**src/rtl/gray_count_monitor.sv**
```systemverilog
// Registers an upstream Gray-code counter and converts it to binary.
// Also checks Gray step legality, counts overflow wraps and offers a valid/ready snapshot port.
module gray_count_monitor #(
    parameter int unsigned WIDTH  = 8,
    parameter int unsigned WRAP_W = 16
) (
    input  logic              clk,
    input  logic              rst,
    input  logic [WIDTH-1:0]  gray_in,
    input  logic              ovf_in,
    input  logic              err_clr,
    output logic [WIDTH-1:0]  bin_out,
    output logic              bin_valid,
    output logic              step_err,
    output logic [WRAP_W-1:0] wrap_count,
    input  logic              snap_req,
    output logic              snap_valid,
    input  logic              snap_ready,
    output logic [WIDTH-1:0]  snap_bin,
    output logic [WRAP_W-1:0] snap_wraps
);

    typedef enum logic {
        SNAP_IDLE,
        SNAP_HOLD
    } snap_state_e;

    logic [WIDTH-1:0]  g_q, g_d;
    logic [WIDTH-1:0]  g_prev_q, g_prev_d;
    logic              ovf_q, ovf_d;
    logic              ovf_prev_q, ovf_prev_d;
    logic              s1_vld_q, s1_vld_d;
    logic              prev_vld_q, prev_vld_d;
    logic [WIDTH-1:0]  bin_q, bin_d;
    logic              bin_valid_q, bin_valid_d;
    logic              step_err_q, step_err_d;
    logic [WRAP_W-1:0] wrap_q, wrap_d;

    logic [WIDTH-1:0]  bin_conv;
    logic [WIDTH-1:0]  step_diff;
    logic              multi_bit;
    logic              ovf_rise;

    snap_state_e       state_q;
    logic              snap_valid_q;
    logic [WIDTH-1:0]  snap_bin_q;
    logic [WRAP_W-1:0] snap_wraps_q;

    // Binary bit i is the XOR of all Gray bits from i up to the MSB.
    always_comb begin
        bin_conv = '0;
        for (int unsigned i = 0; i < WIDTH; i++) begin
            bin_conv[i] = ^(g_q >> i);
        end
    end

    always_comb begin
        step_diff = g_q ^ g_prev_q;
        multi_bit = |(step_diff & (step_diff - WIDTH'(1)));
        ovf_rise  = ovf_q & ~ovf_prev_q;
    end

    always_comb begin
        g_d         = gray_in;
        ovf_d       = ovf_in;
        s1_vld_d    = 1'b1;
        g_prev_d    = g_q;
        ovf_prev_d  = ovf_q;
        prev_vld_d  = s1_vld_q;
        bin_d       = s1_vld_q ? bin_conv : bin_q;
        bin_valid_d = s1_vld_q;
        // A fresh error outranks a simultaneous clear.
        step_err_d  = (prev_vld_q & multi_bit) | (step_err_q & ~err_clr);
        wrap_d      = wrap_q;
        if (ovf_rise && (wrap_q != '1)) begin
            wrap_d = wrap_q + WRAP_W'(1);
        end
    end

    always_ff @(posedge clk) begin
        if (rst) begin
            g_q         <= '0;
            ovf_q       <= 1'b0;
            s1_vld_q    <= 1'b0;
            g_prev_q    <= '0;
            ovf_prev_q  <= 1'b0;
            prev_vld_q  <= 1'b0;
            bin_q       <= '0;
            bin_valid_q <= 1'b0;
            step_err_q  <= 1'b0;
            wrap_q      <= '0;
        end else begin
            g_q         <= g_d;
            ovf_q       <= ovf_d;
            s1_vld_q    <= s1_vld_d;
            g_prev_q    <= g_prev_d;
            ovf_prev_q  <= ovf_prev_d;
            prev_vld_q  <= prev_vld_d;
            bin_q       <= bin_d;
            bin_valid_q <= bin_valid_d;
            step_err_q  <= step_err_d;
            wrap_q      <= wrap_d;
        end
    end

    // Requests arriving while HOLD (including on the handshake edge) are dropped.
    always_ff @(posedge clk) begin
        if (rst) begin
            state_q      <= SNAP_IDLE;
            snap_valid_q <= 1'b0;
            snap_bin_q   <= '0;
            snap_wraps_q <= '0;
        end else begin
            case (state_q)
                SNAP_IDLE: begin
                    if (snap_req && bin_valid_q) begin
                        snap_bin_q   <= bin_q;
                        snap_wraps_q <= wrap_q;
                        snap_valid_q <= 1'b1;
                        state_q      <= SNAP_HOLD;
                    end
                end
                SNAP_HOLD: begin
                    if (snap_ready) begin
                        snap_valid_q <= 1'b0;
                        state_q      <= SNAP_IDLE;
                    end
                end
                default: begin
                    snap_valid_q <= 1'b0;
                    state_q      <= SNAP_IDLE;
                end
            endcase
        end
    end

    assign bin_out    = bin_q;
    assign bin_valid  = bin_valid_q;
    assign step_err   = step_err_q;
    assign wrap_count = wrap_q;
    assign snap_valid = snap_valid_q;
    assign snap_bin   = snap_bin_q;
    assign snap_wraps = snap_wraps_q;

endmodule

```
**config.mk**
```make
export PLATFORM = sky130hd
export DESIGN_NAME = gray_count_monitor
export DESIGN_NICKNAME = d
export VERILOG_FILES = /design/src/rtl/gray_count_monitor.sv
export SDC_FILE = /design/constraint.sdc
export NUM_CORES = 1
export LEC_CHECK = 0
export BUFFER_PORTS_ARGS = -buffer_cell sky130_fd_sc_hd__buf_2
export CAP_MARGIN = 0
export CORE_ASPECT_RATIO = 1.5
export CORE_MARGIN = 3
export CORE_UTILIZATION = 47
export CTS_CLUSTER_SIZE = 25
export DETAILED_ROUTE_END_ITERATION = 10
export HOLD_SLACK_MARGIN = 0.02
export MAX_ROUTING_LAYER = met4
export PLACE_DENSITY = 0.72
export RECOVER_POWER = 25
export SYNTH_ARGS = -nofsm -noshare
export SYNTH_HDL_FRONTEND = slang
export SYNTH_SLANG_ARGS = --single-unit
```
**constraint.sdc**
```tcl
create_clock -name clk -period 1.95 [get_ports clk]
set_clock_uncertainty 0.2 [all_clocks]
set_input_delay 0.0975 -clock clk [delete_from_list [all_inputs] [get_ports clk]]
set_output_delay 0.0975 -clock clk [all_outputs]
set_load 0.02 [all_outputs]
```
==> metrics.txt <==
top post-synthesis cells by area=dfxtp_1, nand2_1, xnor2_1; r2r worst-path depth=5; Site Rows=33; filler-free cell count of the finished design=474; first-pass GRT wire length=10.7 mm; drt pass-1 iters=4; Int Power=between 2 and 2.5 mW; Hold Crit Start=snap_req; die area=about 6800 µm²; Hold Vio Cnt, Final=0; Post-DP HPWL=4.60 mm; number of synthesized flops with an enable pin=0; layout cells sized above 1=21.3%; Seq pwr share=49.2%; # diodes=0; synthesized instance count=303; Clock Power Share=40.1%; R2R Setup Slk=0.07 ns; Worst Hold Class=input pin to register; Post-DP Area=3290 µm²; Critical Path Fanout Max=2; Worst Tran Pin Value=0.531 ns; WL/cell=between 10 and 15 µm; final wirelength=6.55 mm; Sw Ratio=23.1%; CTS H-Tree Depth=3; Clock Latency Late Sink=about 0.34 ns; core area=5570 µm²; Initial DRC Count=113; synthesized flop and latch total=a little over 70; grt ovf=0; Pins Over Slew Limit=0; CP endpoint kind=register; Bufs on Longest Clock Path=2; CTS Buf Count=9; DR vias=between 2000 and 2500; Synth async-reset ratio=0%; dpl cells=445; Design Area, Final=3640 µm²; Worst Path Required=2.01 ns; Final Util=65.3%; initial antenna violation count=0; CTS tree=built; post-CTS setup buffers=0; syn nets=318; synthesis-to-finish area growth=32.3%; Vias/cell=between 5 and 6; cell taking the most area after synthesis=dfxtp_1; CTS clk-pin slew, worst paths=approximately 0.070 ns; top-count cell post-synth=dfxtp_1; fillers=~500; Final Cycle Share=96.6%; Total Routing Usage GR=21.3%; Die H=~100 µm; commonest cells in the netlist=dfxtp_1, nand2_1, a21oi_1; fmax=531 MHz; Netlist cell types=35; CP Data Arrival Time=a little under 2 ns; Initial Util=just under 50%; mapped cell area=around 2800 µm²; largest net degree at the start of global routing=39; clk sink count=71; ANT nets after route=0; Comb pwr share=10.8%; Die W=68.5 µm; status=finished clean; share of the synthesized area in the top cell type=between 50% and 60%; hold path cells=6; Hold EP=snap_bin[5]; # Max-Cap Violations=0; Synth Area per Inst=just over 9 µm²; Leak=1.45 nW; Synth Flop Type=dfxtp_1; port bufs=64; power per cell area=between 800 and 900 nW/µm²; Final Setup Violations=0; reg2reg start=g_prev_d[7]; worst reg2reg path endpoint=bin_out[0]; CTS root buffer=clkbuf_8; GPL Wtd Cong=0.874; Slew headroom=64.6%; net switching power=723 µW; VDD IR-drop max=0.486 mV; Nets=415; IO Count=65; vias in the first global route=2390; startpoint types=register; Worst Setup Path Type=register to register; Tmin final=1.88 ns; Synth Warn #=0; Post-route DRC=0; Seq/Total Area, Yosys=about half
cells in the final DEF (no fill, tap or decap), types with 2 or more instances in the layout:
master,Yosys,final
a211oi_1,8,8
a21oi_1,34,34
a31oi_1,3,3
and3_1,2,2
and4_1,2,2
buf_2,0,37
buf_4,0,23
bufinv_16,0,2
clkbuf_1,16,28
clkbuf_8,0,10
clkinv_2,0,2
dfxtp_1,71,70
dlygate4sd3_1,0,14
inv_1,2,2
mux2i_1,5,5
nand2_1,58,58
nand2b_1,2,2
nand3_1,6,5
nand4_1,6,6
nor2_1,24,24
nor2b_1,20,20
nor3_1,3,2
xnor2_1,21,20
xor2_1,2,2
xor3_2,2,2
sequential cells by signal, indices dropped and copies added (netlist names):
name	cells
g_prev_d	8
snap_wraps	16
g_prev_q	8
snap_valid	1
snap_bin	8
step_err	1
bin_out	8
ovf_prev_q	1
ovf_prev_d	1
bin_valid	1
wrap_count	16
bin_valid_d	1
state_q	1
cells by family (layout without fill, tap and decap cells):
family	Yosys count	count (layout)	share of synthesized area, %
buffers and inverters	18	119	2.46
AND/OR/NAND/NOR	128	128	21.6
XOR/XNOR	26	26	10.1
AO/OA/AOI/OAI	53	53	11.5
multiplexers	5	5	1.82
adder cells (fa/ha/maj)	2	2	0.818
flip-flops	71	71	51.7
per-layer routing:
layer / vias to the layer above / GRT usage (%) / part of all wire [%]
met1: 1158 / 21.6 / 39
met5: - / - / 0
met3: 17 / 5.54 / 3.8
met4: 0 / 11.6 / 2.6
li1: 1212 / - / -
met2: 58 / 35.8 / 54
layout make-up:
class	instances	area [µm²]	share of cell area [%]
multi-input combinational	214	1290	35.5
tap	70	87.6	2.41
clock buffer	11	141	3.88
sequential	71	1420	39.1
clock inverter	4	70.1	1.93
timing repair buffer	102	619	17.0
inverter	2	7.51	0.206
stage by stage:
stage	worst slack, ns	hold WS [ns]	setup TNS (ns)	power (mW)
2_1_floorplan	0.000481	-0.00331	0	1.78
3_3_place_gp	0.0744	0.0943	0	1.87
3_5_place_dp	0.0184	0.102	0	1.88
4_1_cts	0.00670	0.159	0	3.16
5_1_grt	-0.00846	0.206	-0.0125	3.26
6_report	0.0655	0.170	0	3.13
worst max-delay path by stage:
stage	start	end	slack, ns	cells after the start
floorplan	g_prev_d[5]	bin_out[0]	0.0005	5
global placement	g_prev_d[5]	bin_out[0]	0.07	5
detailed placement	g_prev_d[5]	bin_out[0]	0.02	5
CTS	g_prev_d[5]	bin_out[0]	0.007	5
global route	wrap_count[1]	wrap_count[10]	-0.008	7
finish	g_prev_d[7]	bin_out[0]	0.07	5
power by group through the flow:
stage / clock network, mW / registers, mW / logic, mW
global placement: 0 / 1.57 / 0.302
CTS: 1.29 / 1.54 / 0.335
finish: 1.26 / 1.54 / 0.337
floorplan: 0 / 1.60 / 0.179
detailed placement: 0 / 1.57 / 0.313
global route: 1.35 / 1.55 / 0.369
worst max-delay path: stages, from the launching register on:
cell,delay [ns]
dfxtp_2,0.33
xor3_2,0.48
xnor2_4,0.17
xor3_2,0.31
xnor2_2,0.16
a211oi_2,0.17
repair_timing:
action	4_1_cts	5_1_grt
gates resized for setup	0	6
hold buffers	14	0
hold endpoints to repair	24	0
setup endpoints to repair	0	14
(Power assumes the default switching activity.)
